==> config.mk <==
export PLATFORM = sky130hd
export DESIGN_NAME = bp_window_reg_flat
export DESIGN_NICKNAME = d
export VERILOG_FILES = /design/src/rtl/bp_window_reg_pkg.sv /design/src/rtl/bp_window_reg_if.sv /design/src/rtl/bp_window_reg_fill_ctr.sv /design/src/rtl/bp_window_reg.sv /design/src/flat_wrapper.sv
export SDC_FILE = /design/constraint.sdc
export NUM_CORES = 1
export LEC_CHECK = 0
export BUFFER_PORTS_ARGS = -buffer_cell sky130_fd_sc_hd__buf_2
export CORE_ASPECT_RATIO = 1.25
export CORE_MARGIN = 2
export CORE_UTILIZATION = 47
export DETAILED_ROUTE_END_ITERATION = 6
export HOLD_SLACK_MARGIN = 0.05
export PLACE_DENSITY = 0.82
export RECOVER_POWER = 25
export SLEW_MARGIN = 25
export SYNTH_ARGS = -nofsm -noshare
export SYNTH_HDL_FRONTEND = slang
export SYNTH_SLANG_ARGS = --single-unit
==> constraint.sdc <==
create_clock -name clk -period 1.25 [get_ports clk]
set_input_delay 0.125 -clock clk [delete_from_list [all_inputs] [get_ports clk]]
set_output_delay 0.125 -clock clk [all_outputs]
set_load 0.01 [all_outputs]
==> src/rtl/bp_window_reg_pkg.sv <==
// bp_pkg: shared base-pair types, encodings and operation decode for the Q/R alignment datapath
package bp_pkg;
  localparam int BP_W_DFLT = 3;
  typedef logic [BP_W_DFLT-1:0] bp_t;
  localparam bp_t BP_A = 3'd0;
  localparam bp_t BP_C = 3'd1;
  localparam bp_t BP_G = 3'd2;
  localparam bp_t BP_T = 3'd3;
  localparam bp_t BP_N = 3'd4;
  typedef enum logic [1:0] {OP_IDLE, OP_SHIFT, OP_LOAD, OP_CLR} op_e;
endpackage

==> src/rtl/bp_window_reg_if.sv <==
// bp_window_reg_if: serial input handshake, control and window outputs of the base-pair window
interface bp_window_reg_if #(
  parameter int BP_W  = 3,
  parameter int DEPTH = 4
);
  localparam int CNT_W = $clog2(DEPTH + 1);
  logic [BP_W-1:0]       in_bp;
  logic                  in_valid;
  logic                  in_ready;
  logic                  dir;
  logic                  hold;
  logic                  load;
  logic [DEPTH*BP_W-1:0] load_data;
  logic                  clr;
  logic [DEPTH*BP_W-1:0] out;
  logic [CNT_W-1:0]      fill;
  logic                  full;
  logic [BP_W-1:0]       out_bp;
  logic                  out_bp_valid;
  modport master (
    output in_bp, in_valid, dir, hold, load, load_data, clr,
    input  in_ready, out, fill, full, out_bp, out_bp_valid
  );
  modport slave (
    input  in_bp, in_valid, dir, hold, load, load_data, clr,
    output in_ready, out, fill, full, out_bp, out_bp_valid
  );
endinterface

==> src/rtl/bp_window_reg_fill_ctr.sv <==
// bp_fill_ctr: saturating 0..MAX occupancy counter with clear, load-to-max and full flag
module bp_fill_ctr #(
  parameter int MAX = 4,
  localparam int W  = $clog2(MAX + 1)
) (
  input  logic         clk,
  input  logic         rst,
  input  logic         clr,
  input  logic         set_max,
  input  logic         inc,
  output logic [W-1:0] cnt,
  output logic         full
);
  logic [W-1:0] cnt_d, cnt_q;
  always_comb begin
    full  = cnt_q == W'(MAX);
    cnt_d = clr ? '0 : set_max ? W'(MAX) : (inc && !full) ? cnt_q + 1'b1 : cnt_q;
  end
  always_ff @(posedge clk)
    if (rst) cnt_q <= '0;
    else     cnt_q <= cnt_d;
  assign cnt = cnt_q;
endmodule

==> src/rtl/bp_window_reg.sv <==
// bp_window_reg: DEPTH-base shift window with handshake, parallel load, clear, occupancy and eviction output
module bp_window_reg
  import bp_pkg::*;
#(
  parameter int BP_W  = BP_W_DFLT,
  parameter int DEPTH = 4,
  localparam int CNT_W = $clog2(DEPTH + 1)
) (
  input logic              clk,
  input logic              rst,
  bp_window_reg_if.slave   bus
);
  logic [DEPTH*BP_W-1:0] win_d, win_q;
  logic [BP_W-1:0]       out_bp_d, out_bp_q, evict;
  logic                  out_bp_valid_d, out_bp_valid_q;
  logic                  in_ready, full;
  logic [CNT_W-1:0]      fill;
  op_e                   op;
  always_comb begin
    in_ready = !bus.hold && !bus.load && !bus.clr && !rst;
    op       = bus.clr ? OP_CLR : bus.load ? OP_LOAD : (bus.in_valid && in_ready) ? OP_SHIFT : OP_IDLE;
    evict    = bus.dir ? win_q[(DEPTH-1)*BP_W +: BP_W] : win_q[BP_W-1:0];
    win_d    = op == OP_CLR   ? '0 :
               op == OP_LOAD  ? bus.load_data :
               op == OP_SHIFT ? (bus.dir ? {win_q[(DEPTH-1)*BP_W-1:0], bus.in_bp}
                                         : {bus.in_bp, win_q[DEPTH*BP_W-1:BP_W]}) :
               win_q;
    out_bp_d       = op == OP_SHIFT ? evict : out_bp_q;
    // An evicted base is only genuine once the window was completely filled
    out_bp_valid_d = op == OP_SHIFT && full;
  end
  always_ff @(posedge clk)
    if (rst) begin
      win_q          <= '0;
      out_bp_q       <= '0;
      out_bp_valid_q <= 1'b0;
    end else begin
      win_q          <= win_d;
      out_bp_q       <= out_bp_d;
      out_bp_valid_q <= out_bp_valid_d;
    end
  bp_fill_ctr #(.MAX(DEPTH)) u_fill (
    .clk     (clk),
    .rst     (rst),
    .clr     (op == OP_CLR),
    .set_max (op == OP_LOAD),
    .inc     (op == OP_SHIFT),
    .cnt     (fill),
    .full    (full)
  );
  assign bus.in_ready     = in_ready;
  assign bus.out          = win_q;
  assign bus.fill         = fill;
  assign bus.full         = full;
  assign bus.out_bp       = out_bp_q;
  assign bus.out_bp_valid = out_bp_valid_q;
endmodule

==> src/flat_wrapper.sv <==
// flat-port wrapper written by rule: the top's interface ports become plain ports
module bp_window_reg_flat import bp_pkg::*;
#(
  parameter int BP_W  = BP_W_DFLT,
  parameter int DEPTH = 4,
  localparam int CNT_W = $clog2(DEPTH + 1)
)
  (clk, rst, bus_in_bp, bus_in_valid, bus_dir, bus_hold, bus_load, bus_load_data, bus_clr, bus_in_ready, bus_out, bus_fill, bus_full, bus_out_bp, bus_out_bp_valid);
  bp_window_reg_if #(.BP_W(BP_W), .DEPTH(DEPTH)) bus_i ();
  input logic clk;
  input logic rst;
  input wire logic [$bits(bus_i.in_bp)-1:0] bus_in_bp;
  input wire logic [$bits(bus_i.in_valid)-1:0] bus_in_valid;
  input wire logic [$bits(bus_i.dir)-1:0] bus_dir;
  input wire logic [$bits(bus_i.hold)-1:0] bus_hold;
  input wire logic [$bits(bus_i.load)-1:0] bus_load;
  input wire logic [$bits(bus_i.load_data)-1:0] bus_load_data;
  input wire logic [$bits(bus_i.clr)-1:0] bus_clr;
  output wire logic [$bits(bus_i.in_ready)-1:0] bus_in_ready;
  output wire logic [$bits(bus_i.out)-1:0] bus_out;
  output wire logic [$bits(bus_i.fill)-1:0] bus_fill;
  output wire logic [$bits(bus_i.full)-1:0] bus_full;
  output wire logic [$bits(bus_i.out_bp)-1:0] bus_out_bp;
  output wire logic [$bits(bus_i.out_bp_valid)-1:0] bus_out_bp_valid;
  assign bus_i.in_bp = bus_in_bp;
  assign bus_i.in_valid = bus_in_valid;
  assign bus_i.dir = bus_dir;
  assign bus_i.hold = bus_hold;
  assign bus_i.load = bus_load;
  assign bus_i.load_data = bus_load_data;
  assign bus_i.clr = bus_clr;
  assign bus_in_ready = bus_i.in_ready;
  assign bus_out = bus_i.out;
  assign bus_fill = bus_i.fill;
  assign bus_full = bus_i.full;
  assign bus_out_bp = bus_i.out_bp;
  assign bus_out_bp_valid = bus_i.out_bp_valid;
  bp_window_reg #(.BP_W(BP_W), .DEPTH(DEPTH)) u_core (.clk(clk), .rst(rst), .bus(bus_i));
endmodule
==> flow_summary.toml <==
[die]
die_y_um = 56.68
core_area_sq_um = 2140
io_pins = 43
die_area_sq_um = 2616
floorplan.initialDensity = 0.4877
chipWidth_um = 46.15
num_rows = 19

[clocking]
ctsHtreeMaxLevel = 1
path_clk_slew_ns = 0.10
clk_latency_ns = 0.30
cts_sinks = 19
cts_tree = "done"
cts_hold_buf = 0
clockBufferDepth = 2
cts-root-buf = "clkbuf_4"
cts_made_buffers = 3

[synthesis]
syn_avg_cell_area_sq_um = 10.65
ys_ff_latch = 19
synth_edf_count = 0
synth_top_area_cell = "dfxtp_1"
synth_most_common_cell = "dfxtp_1"
synth_common_cells = "dfxtp_1, mux2i_1, mux2_2, o2bb2ai_1, a211oi_1"
ys_top_cells_by_area = "dfxtp_1, mux2i_1, mux2_2"
yosysWarnings = 0
syn_area_sq_um = 1044
syn_nets = 122
synthFlopType = "dfxtp_1"
asyncSetResetFlopFracSynth = 0
syn_inst = 98
synth_top_area_frac = 0.3645
synth_seq_area_share = 0.3645
synth_cell_types = 26

[global_route]
grt_pass1_vias = 938
globalRouteOverflowTotal = 0
grt_max_degree = 15
grt_pass1_wl_mm = 3.953
track_usage = 0.2034
antenna_found_initial = 0

[run_status]
status = "completed"

[timing]
fmax_mhz = 823.6
fin_skew_ns = 0.002604
fin_crit_sh = 0.9714
fin_ws_ns = 0.03580
hold_viol = 0
drv_slew = 0
worstMarginPinSlew_ns = 0.5308
slew_headroom = 0.6458
setup_viol = 0
min_period_ns = 1.214

[drt]
drc = 0
drtIter0Drc = 8
vias_per_cell = 5.605
first_pass_iters = 3
vias = 936
ant_nets = 0
routed_wl_mm = 2.446
wire_per_inst_um = 14.65

[setup_path]
critPathSlowestCell = "dfxtp_2"
cp_slowest_stage_delay_ns = 0.37
startpoint = "u_core.u_fill.cnt[0]"
cp.arrival_ns = 1.09
path_max_fanout = 3
crit_path_cell_trace = "inv_4 -> ha_4 -> nand2_4 -> inv_1 -> buf_6"
cp-end-kind = "output port"
crit_path_start_kind = "flip-flop"
reg2reg_from = "u_core.u_fill.cnt[0]"
criticalPathCategory = "reg2out"
critPathRequiredTime_ns = 1.12

[place]
hpwlAfterDp_mm = 1.841
placed_cells = 160
dpl_worst_slack_ns = -0.02416
dpl_cell_area_sq_um = 1277
io_buffer_count = 42
finalWeightedCongestion = 0.8003

[power_and_ir_drop]
cellLeakagePower_nw = 0.6628
p_int_w = 0.0008486
powerDensity_nw_per_um2 = 855.6
p_clk_frac = 0.271
switching_share = 0.2585
seq_power_share = 0.554
switching_power_w = 0.0002958
peakVddDrop_mv = 0.8459
combPwrFrac = 0.175

[layout]
antenna_cells = 0
drive_gt1_frac = 0.4795
area_growth_pct = 28.18
fin_cells = 167
final_area_sq_um = 1338
num-nets-final = 171

[hold_path]
hold_class = "in2reg"
min_from = "bus_load_data[2]"

[flow_run]
cap_violations = 0
-- layer usage --
| layer | vias to the layer above | track usage | routed length (um) |
|---|---|---|---|
| met5 | - | 0 | 0 |
| met4 | 0 | 0.06531 | 28 |
| met3 | 4 | 0.04180 | 125 |
| met2 | 33 | 0.3651 | 1289 |
| met1 | 433 | 0.2247 | 1003 |
| li1 | 466 | - | - |
-- power groups by stage --
stage	sequential, W	combinational [W]	clock (W)
after floorplan	0.000651	0.000117	0
after global placement	0.000646	0.000193	0
after detailed placement	0.000647	0.000199	0
after CTS	0.000633	0.000203	0.000312
after global routing	0.000637	0.000220	0.000341
final	0.000634	0.000200	0.000310
-- stage by stage --
step / utilization / power [W] / hold WS, ns / TNS (ns)
floorplan: - / 0.0007681 / 0.1978 / 0
global placement: 0.5971 / 0.0008387 / 0.3997 / 0
detailed placement: 0.5971 / 0.0008455 / 0.4163 / -0.1033
CTS: 0.6199 / 0.001148 / 0.1091 / 0
global route: 0.6251 / 0.001198 / 0.1042 / -0.007978
finish: 0.6251 / 0.001144 / 0.1042 / 0
-- sequential cells by signal, indices dropped and copies added (netlist names) --
name	count
u_core.bus.out_bp	3
u_core.bus.out	12
u_core.bus.out_bp_valid	1
u_core.u_fill.cnt	3
-- placed cells by master (no fill, tap or decap), drive strengths merged, types with 2 or more instances in the layout --
cell | synthesis | routed
ha | 2 | 2
a211oi | 5 | 5
o2bb2ai | 12 | 12
clkbuf | 1 | 9
nor2 | 4 | 4
a31o | 2 | 2
mux2i | 15 | 15
buf | 7 | 47
inv | 4 | 4
nor3 | 2 | 2
dfxtp | 19 | 19
nor2b | 2 | 2
mux2 | 12 | 12
a21oi | 3 | 3
-- cell families (layout without fill, tap and decap cells) --
group,Yosys count,in the layout,synth area share
AOI/OAI and AO/OA,24,24,0.1823
adders and majority gates,2,2,0.02398
buffers and inverters,12,60,0.06714
DFF,19,19,0.3645
muxes,27,27,0.2734
and+or+nand+nor,14,14,0.08875
-- repair_timing --
item	in CTS	in global routing
resized for setup	5	5
buffers inserted	2	1
endpoints found under the setup margin	1	3
pin swaps	1	0
-- area by class of cell --
type / count / area, sq um
tap: 21 / 26.28
inverter: 4 / 17.52
fill: 201 / 802.0
multi-input combinational: 67 / 599.3
sequential: 19 / 382.9
clock buffer: 4 / 26.28
timing repair buffer: 52 / 285.3
-- worst paths after layout --
check	slack, ns	cells after the start	end
max	0.04	5	bus_full
min	0.10	3	u_core.bus.out[2]
max reg2reg	0.06	4	u_core.u_fill.cnt[2]
min reg2reg	0.51	1	u_core.bus.out[8]
-- critical path: cells and delay by family, from the launching register on --
kind,cells,cell delay (ns)
buf+inv,3,0.21
simple gates,1,0.06
flops,1,0.37
fa+ha+maj,1,0.16
Power figures use the tool's default switching activity.
